===== src/rtl/packet_writer.sv =====
// packet_writer: stores one incoming 32-bit packet stream into the packet RAM
// from word 0. It records the byte length, then holds the buffer until the
// consumer acknowledges it. Packets that overflow the buffer are dropped and
// counted.
module packet_writer #(
    parameter int unsigned ADDR_WIDTH = 10
) (
    input  logic                    clk,
    input  logic                    rst_n,
    input  logic [31:0]             s_data,
    input  logic                    s_valid,
    output logic                    s_ready,
    input  logic                    s_last,
    input  logic [1:0]              s_last_bytes,
    output logic                    ram_en,
    output logic                    ram_wr_en,
    output logic [ADDR_WIDTH-1:0]   ram_addr,
    output logic [31:0]             ram_di,
    output logic                    pkt_ready,
    output logic [ADDR_WIDTH+2:0]   pkt_len,
    input  logic                    pkt_ack,
    output logic [15:0]             drop_cnt
);

    localparam int unsigned LEN_W = ADDR_WIDTH + 3;
    localparam logic [ADDR_WIDTH-1:0] LAST_ADDR = '1;

    typedef enum logic [1:0] {
        FILL = 2'd0,
        DROP = 2'd1,
        HOLD = 2'd2
    } state_t;

    state_t                  state;
    logic [ADDR_WIDTH-1:0]   wr_addr;
    logic [LEN_W-1:0]        pkt_len_q;
    logic [15:0]             drop_cnt_q;

    logic                    accept;
    logic [2:0]              last_bytes;
    logic [LEN_W-1:0]        last_len;

    // Stream handshake and RAM write port, decoded from registered state only
    always_comb begin
        s_ready   = (state != HOLD);
        ram_wr_en = (state == FILL) && s_valid;
        ram_en    = ram_wr_en;
        ram_addr  = wr_addr;
        ram_di    = s_data;
        pkt_ready = (state == HOLD);
        pkt_len   = pkt_len_q;
        drop_cnt  = drop_cnt_q;
    end

    // Byte length if the current beat closes the packet (0 encodes a full word)
    always_comb begin
        accept     = s_valid && s_ready;
        last_bytes = (s_last_bytes == 2'd0) ? 3'd4 : {1'b0, s_last_bytes};
        last_len   = LEN_W'({wr_addr, 2'b00}) + LEN_W'(last_bytes);
    end

    // Packet FSM with write pointer, length and drop counter
    always_ff @(posedge clk or negedge rst_n) begin
        if (!rst_n) begin
            state      <= FILL;
            wr_addr    <= '0;
            pkt_len_q  <= '0;
            drop_cnt_q <= '0;
        end else begin
            case (state)
                FILL: begin
                    if (accept) begin
                        wr_addr <= wr_addr + ADDR_WIDTH'(1);
                        if (s_last) begin
                            pkt_len_q <= last_len;
                            state     <= HOLD;
                        end else if (wr_addr == LAST_ADDR) begin
                            state <= DROP;
                        end
                    end
                end
                DROP: begin
                    if (accept && s_last) begin
                        wr_addr <= '0;
                        if (drop_cnt_q != 16'hFFFF) begin
                            drop_cnt_q <= drop_cnt_q + 16'd1;
                        end
                        state <= FILL;
                    end
                end
                HOLD: begin
                    if (pkt_ack) begin
                        wr_addr <= '0;
                        state   <= FILL;
                    end
                end
                default: begin
                    wr_addr <= '0;
                    state   <= FILL;
                end
            endcase
        end
    end

endmodule

===== config.mk =====
export PLATFORM = sky130hd
export DESIGN_NAME = packet_writer
export DESIGN_NICKNAME = d
export VERILOG_FILES = /design/src/rtl/packet_writer.sv
export SDC_FILE = /design/constraint.sdc
export NUM_CORES = 1
export LEC_CHECK = 0
export ABC_AREA = 1
export CORE_ASPECT_RATIO = 1.2
export CORE_MARGIN = 2
export CORE_UTILIZATION = 42
export CTS_CLUSTER_DIAMETER = 40
export CTS_CLUSTER_SIZE = 24
export DETAILED_ROUTE_END_ITERATION = 16
export GPL_TIMING_DRIVEN = 0
export PLACE_DENSITY_LB_ADDON = 0.2
export SETUP_SLACK_MARGIN = 0.5
export SLEW_MARGIN = 40
export SYNTH_ARGS = -nofsm -noshare
export SYNTH_HDL_FRONTEND = slang
export SYNTH_SLANG_ARGS = --single-unit

===== constraint.sdc =====
create_clock -name clk -period 1.7 [get_ports clk]
set_input_delay 0.255 -clock clk [delete_from_list [all_inputs] [get_ports clk]]
set_output_delay 0.255 -clock clk [all_outputs]
set_load 0.01 [all_outputs]

; Word-level counts from Yosys, hierarchy flattened
; Cells that the tools add are included.
[classes]
eq_ne = 9
reduce_logical = 9
mux = 11
addsub = 3
[ops]
columns = op, count
row1 = 2-to-1 mux 10 bit, 3
row2 = one-hot mux 10 bit (3 select lines), 1
row3 = adder 16 x 1 -> 16 bit (second input constant), 1
row4 = inequality test 16 bit (second input constant), 1
row5 = adder 12 x 3 -> 13 bit, 1
row6 = adder 10 x 1 -> 10 bit (second input constant), 1
row7 = == test 10 bit (second input constant), 1
row8 = 2-to-1 mux 2 bit, 5
row9 = AND reduction 3 bit, 3
row10 = inequality test 2 bit (second input constant), 3
row11 = one-hot mux 2 bit (3 select lines), 1
row12 = logical NOT 2 bit, 2
row13 = AND reduction 4 bit, 1
row14 = logical AND 1 bit, 3
row15 = 2-to-1 mux 3 bit, 1
row16 = inequality test 3 x 2 -> 1 bit (second input constant), 1
row17 = == test 2 x 1 -> 1 bit (second input constant), 1
row18 = == test 2 bit (second input constant), 1
row19 = inequality test 2 x 1 -> 1 bit (second input constant), 1
[word_totals]
out_inout_bits = 75
wordCells = 36
register_bits = 41
inputBits = 39

; Depth between registers and ports, before layout
; Gate-level depths: netlist (run 1).
[depth]
ltp_word = 5
depth_mapped = 10
ltp_nobuf = 9

; Least setup slack after synthesis (run 1)
; Ideal clock, no wire load.
[synth_timing]
path_kind = flip-flop to flip-flop
start = register drop_cnt_q[0] (netlist: drop_cnt[0])
end = register drop_cnt_q[12] (netlist: drop_cnt[12])
path_stages_with_launch = 10
required_time_ns = 1.583
t_arrival_ns = 1.407
path_slack_ns = 0.176
synth_period_minus_slack_ns = 1.524
setup_ns = 0.117
n_path_buf = 1
path_cell_list = dfrtp_1 > ha_1 > nand2_2 > nor2_4 > nand2_4 > nor2_4 > nor2_4 > buf_6 > nand3_1 > nand2_1
[synth_between]
elab_chain_cells = 2
word_cells_on_any_way = 3
classes_between = add/sub (1) / eq/ne (1) / reduce/logical (1)
[synth_lines]
columns = item, line
row1 = from (decl), 37  ; logic [15:0] drop_cnt_q;
row2 = from (signal assigned), 86  ; drop_cnt_q <= drop_cnt_q + 16'd1;
row3 = "parallel branches: the longest is 2 deep, another holds adder 16 x 1 -> 16 bit", --
; Several ways; the timed one is not identified.
; A chain may end at the register's enable or synchronous reset.

; Worst setup path after layout (run 1)
[layout_timing]
start = register drop_cnt_q[9] (netlist: drop_cnt[9])
end = register drop_cnt_q[5] (netlist: drop_cnt[5])
[layout_between]
elab_chain_cells = 2
[layout_lines]
columns = item, line
row1 = inequality test 16 bit, 85  ; if (drop_cnt_q != 16'hFFFF) begin
row2 = AND reduction 3 bit (no line), --
; Every way passes these cells.

==> flow_summary.ini, run 1 <==
[worst_hold_path]
min_path_type = input pin to flip-flop
hold_path_depth = 3
min_from = s_last_bytes[1]
whs_endpoint = pkt_len[1]

[synth]
syn_area_per_cell_um2 = 7.63
syn_area_um2 = 2580
synth_edf_count = 0
ys_warn_count = 0
ys_ff_latch = 41
netlist_instances = 338
ys_seq_area_share_pct = 39.8
synth_nets = 381
ys_dominant_reg_cell = dfrtp_1
yosysUniqueCellTypes = 24
yosys.area.top_type = dfrtp_1
ys_top_cells_by_area = dfrtp_1 (40%), nand2_1 (16%), buf_4 (9.6%)
synth_top_area_share_pct = 39.8
synthArstFlopShare_pct = 100

[setup_path]
critical_path_required_ns = 1.89
cp.arrival_ns = 1.75
critPathBufInv = 2
crit_family = simple AND/OR/NAND/NOR gates
reg2regPathDepth = 10
timing.rr.start = drop_cnt[9]
setup.worst_path.class = flip-flop to flip-flop
cp_slowest_stage_delay_ns = 0.43
cp_max_fo = 5
end_kind = flip-flop
worst_path_max_delay_cell = dfrtp_2
reg2reg_setup_slack_ns = 0.14
worst_path_most_repeated_cell = nand2_2
crit_chain = buf_4 > nand2_2 > nor2_2 > nand2_2 > nor2_4 > nor2_4 > nand2_4 > buf_6 > nand2_2 > nand2_1
cp-start-kind = flip-flop
r2r-end = drop_cnt[5]

[global_routing]
overflow = 0
grt_antenna_before_repair = 0
grt_max_degree = 42
grt_pass1_wl_mm = 13.7
track_usage_pct = 26.0
first_global_vias = 2934

[sta]
timing.slew.headroom_pct = 64.4
finalHoldViolCount = 0
final_max_slew_viol_count = 0
skew_ns = 0.00924
rsz0062_at_grt = yes
worstMarginPinSlew_ns = 0.534
setup_tns_ns = 0
setup_viol = 0
min_period_ns = 1.56
post-route-period-util_pct = 91.8
fmax_ghz = 0.641

[clocking]
cts_tree = yes
cts_buffer_depth = 2
clk_latency_ns = 0.30
numCtsBuffers = 5
h-tree-depth = 2
numClockSinks = 41
cts-root-buf = clkbuf_8
clkTransAtPathRegs_ns = 0.08

[cells_and_area]
seq_area_um2 = 1040
multiInputGateArea_um2 = 1570
drive_above_1_share_pct = 56.6
num-fill-cells = 446
postLayoutCoreUtil_pct = 78.1
syn_to_final_growth_pct = 81.0
insertedDiodeCount = 0
nNetsFinal = 547

[placement]
portBuffers = 81
hpwl_mm = 4.89
gp_congestion = 0.902

[route]
post_drt_wl_per_cell_um = 15.1
drt_wl_total_mm = 8.86
drc = 0
vias = 2932
drt_iter0_drc = 151
drtPass1Iterations = 4
postRouteAntennaNets = 0
via_per_inst = 4.99

[floorplan]
start_util_pct = 43.2
die_w_um = 75.5
row_count = 31
pin_count = 114
dieArea_um2 = 6780
core_um2 = 5970
die_h_um = 89.8

[run_status]
outcome = complete, no violations

[pwr]
p_per_area_nw_per_um2 = 614
ir_drop_uv = 602
p_leak_nw = 2.30

[run]
maxCapViolations = 0
metrics by stage:
stage               instances  worst slack (ns)  area (µm²)  total power, mW  hold WS (ns)
CTS                       574             0.242        4450             2.78         0.326
detailed placement        501            -0.210        3650             1.89         0.279
global route              587            0.0827        4660             3.00         0.348
global placement          501            -0.890        3650             1.88         0.459
finish                    587             0.140        4660             2.87         0.336
floorplan                 338             0.223        2740             1.53       -0.0406
cell type report:
class	count	share of cell area (%)
Clock buffer	7	2.07
Sequential cell	41	22.4
Inverter	24	2.04
Timing Repair Buffer	159	30.2
Clock inverter	1	0.107
Buffer	41	7.35
Multi-Input combinational cell	232	33.6
Tap cell	82	2.20
synth_stat cells (5+ instances only):
cell       n
buf_4     33
nand3_1   34
nor2_1    26
a21oi_1    6
inv_1     21
xor2_1    11
nor2_4     5
o21ai_1   13
nand2_1  108
dfrtp_1   41
nand2_2    6
repair_timing:
| item | CTS | global route |
|---|---|---|
| endpoints found under the setup margin | 84 | 80 |
| hold buffers | 1 | 0 |
| gates cloned | 4 | 1 |
| pin swaps | 30 | 24 |
| resized for setup | 193 | 90 |
| hold endpoints to repair | 41 | 0 |
| buffers inserted | 60 | 12 |
registers in the layout, summed over array words and instances, names as in the netlist:
| name | count |
|---|---|
| drop_cnt | 16 |
| pkt_len | 13 |
| ram_addr | 10 |
| state | 2 |
worst max path at each step:
stage	end	depth (start not counted)	from
2_1_floorplan	drop_cnt[15]	9	drop_cnt[1]
3_3_place_gp	ram_addr[1]	1	rst_n
3_5_place_dp	ram_wr_en	5	s_valid
4_1_cts	drop_cnt[1]	10	drop_cnt[0]
5_1_grt	drop_cnt[4]	10	drop_cnt[9]
6_report	drop_cnt[5]	10	drop_cnt[9]
metal layers:
layer  up-vias  track usage, %  part of all wire (%)
met5         -               0                     0
met4         0            10.1                   3.9
met3        34            4.71                   5.0
met2       117            47.9                    57
met1      1406            27.9                    34
li1       1375               -                     -
power by group:
part	switching, mW	internal, mW	leakage [nW]
Combinational	0.495	0.521	1.70
Clock	0.365	0.368	0.0542
Sequential	0.0588	1.06	0.539
Total	0.918	1.95	2.30
worst register-to-register path: stages (launching register included):
cell	delay, ns
dfrtp_2	0.43
buf_4	0.16
nand2_2	0.08
nor2_2	0.07
nand2_2	0.08
nor2_4	0.05
nor2_4	0.24
nand2_4	0.10
buf_6	0.16
nand2_2	0.05
nand2_1	0.05
layout by cell type, fill, tap and decap left out, types with 5 or more instances in the layout:
cell type	n
dfrtp_2	14
nand2_2	34
clkbuf_2	23
dfrtp_1	27
nand3_1	16
dlygate4sd2_1	5
nand2_4	9
o21ai_1	9
nor2_2	10
buf_2	7
clkbuf_8	7
xor2_1	10
nor2_1	15
inv_1	14
inv_2	8
nand2_1	71
nand3_2	15
clkdlybuf4s50_1	33
buf_8	5
buf_4	83
nor2_4	8
buf_6	37
kinds of logic after synthesis:
kind of cell               after synthesis  synth area share (%)
xor gates and xnor gates                15                  5.10
DFF                                     41                  39.8
and+or+nand+nor                        192                  33.5
adders and majority gates                4                  1.94
buffers and inverters                   65                  15.3
AOI/OAI and AO/OA                       21                  4.32
No activity file was read; power rests on OpenSTA's default activity.
==> run 2: changes to the inputs <==
- SLEW_MARGIN: 40 -> unset
- TNS_END_PERCENT: unset -> 100
==> run 2 against run 1 <==
Effect of this change:
- sequential cell count unchanged
- critical endpoint is now drop_cnt[15]
- sequential share of layout area decreased by 0.63 points
- core utilization increased by 2.2 points
- sequential power about the same
- final cell count increased by 0.34%
- worst setup slack got worse by 0.0082 ns
- worst hold slack got worse by 0.010 ns
- global-route usage increased by 1.8 points
- highest routed layer unchanged
==> flow_summary.ini, run 2 (synthesis gave the netlist of run 1 again) <==
[worst_hold_path]
hold_path_depth = 3
whs_endpoint = pkt_len[1]
min_from = s_last_bytes[1]
min_path_type = input pin to flip-flop

[run]
maxCapViolations = 0

[cells_and_area]
seq_area_um2 = 1040
num-fill-cells = 408
postLayoutCoreUtil_pct = 80.3
mostFrequentLayoutCells = buf_4 (85), nand2_1 (84), buf_6 (36)
largest_reg_flops = 16
drive_above_1_share_pct = 56.6
multiInputGateArea_um2 = 1640
syn_to_final_growth_pct = 86.0
nNetsFinal = 549
insertedDiodeCount = 0
layout_commonest_cell = buf_4

[setup_path]
timing.rr.start = drop_cnt[1]
cp-start-kind = flip-flop
setup.worst_path.class = flip-flop to flip-flop
end_kind = flip-flop
critical_path_required_ns = 1.88
reg2regPathDepth = 10
cp_max_fo = 5
r2r-end = drop_cnt[15]
reg2reg_setup_slack_ns = 0.13
cp.arrival_ns = 1.75

[floorplan]
start_util_pct = 43.2
pin_count = 114
dieArea_um2 = 6780
die_h_um = 89.8
die_w_um = 75.5
core_um2 = 5970
row_count = 31

[sta]
min_period_ns = 1.57
post-route-period-util_pct = 92.3
setup_viol = 0
final_max_slew_viol_count = 0
timing.slew.headroom_pct = 76.0
finalHoldViolCount = 0
worstMarginPinSlew_ns = 0.359
skew_ns = 0.0120
whs_ns = 0.326
rsz0062_at_grt = yes
fmax_ghz = 0.638

[run_status]
outcome = complete, no violations

[pwr]
p_leak_nw = 2.37
combPwrFrac_pct = 33.6
p_per_area_nw_per_um2 = 653
power.share.clock_pct = 31.1
intPower_mw = 2.18
p_sw_share_pct = 30.5
finalPower_mw = 3.13
ir_drop_uv = 608
pwr-share-seq_pct = 35.4
netSwitchingPower_uw = 954

[global_routing]
track_usage_pct = 27.8
overflow = 0
grt_antenna_before_repair = 0
first_global_vias = 3096
grt_max_degree = 29
grt_pass1_wl_mm = 14.6

[clocking]
clkTransAtPathRegs_ns = 0.09
cts_buffer_depth = 2
numCtsBuffers = 5
numClockSinks = 41
cts_tree = yes
h-tree-depth = 2
clk_latency_ns = 0.30
cts-root-buf = clkbuf_8

[route]
postRouteAntennaNets = 0
drt_iter0_drc = 129
drc = 0
post_drt_wl_per_cell_um = 16.8
vias = 3024
drtPass1Iterations = 4
drt_wl_total_mm = 9.88
via_per_inst = 5.13

[placement]
portBuffers = 81
hpwl_mm = 4.99
gp_congestion = 0.902
-- run 2: changes by cell type in the layout (fill, tap and decap cells not counted), sizes merged --
| cell | change |
|---|---|
| bufbuf | +1 |
| clkdlybuf4s15 | -2 |
| bufinv | +2 |
| clkbuf | -4 |
| buf | +5 |
-- run 2: cell type report --
cell class	instances	share of cell area (%)
plain buffers	41	7.07
clock buffers	5	1.44
clock inverters	3	1.36
inverters	24	2.24
multi-input cells	232	34.1
flip-flops and latches	41	21.7
well taps	82	2.14
repair buffers	161	29.9
-- run 2: worst max-delay path by stage --
stage / slack [ns] / startpoint / to
3_3_place_gp: -0.89 / rst_n / ram_addr[1]
2_1_floorplan: 0.22 / drop_cnt[1] / drop_cnt[15]
3_5_place_dp: -0.21 / s_valid / ram_wr_en
4_1_cts: 0.24 / drop_cnt[0] / drop_cnt[5]
5_1_grt: 0.07 / drop_cnt[1] / drop_cnt[14]
6_report: 0.13 / drop_cnt[1] / drop_cnt[15]
-- run 2: repair_timing --
item                                   CTS  global route
endpoints found under the hold margin   13             0
resized for setup                      205            91
cloned                                   4             2
setup endpoints to repair               84            78
hold buffers                             1             0
pin swaps                               36            40
setup buffers                           59            13
-- run 2: critical path, stage by stage (launching register included) --
cell,delay [ns]
dfrtp_1,0.40
ha_4,0.17
nand2_4,0.05
nor2_4,0.18
nand2_4,0.09
nor2_4,0.11
nor2_4,0.06
buf_6,0.14
buf_8,0.14
nand3_2,0.06
nand2_1,0.06
-- run 2: metal layers --
layer	GRT usage [%]	up-vias	share of wire, %
met3	4.37	39	4.6
li1	-	1368	-
met1	30.0	1491	35
met5	0	-	0
met2	49.9	126	57
met4	14.3	0	4.0
-- run 2: power groups by stage --
stage,combinational [mW],sequential [mW],clock (mW)
after CTS,0.981,1.10,0.960
after global routing,1.13,1.12,1.02
after detailed placement,0.723,1.17,0
final,1.05,1.11,0.974
after floorplan,0.335,1.20,0
after global placement,0.710,1.17,0
-- run 2: metrics by stage --
stage               worst slack, ns  setup TNS, ns  instance area, µm²  cells
floorplan                     0.223              0                2740    338
global placement             -0.890         -30.91                3650    501
detailed placement           -0.214         -0.545                3670    502
CTS                           0.235              0                4590    574
global route                 0.0724              0                4790    589
finish                        0.132              0                4790    589
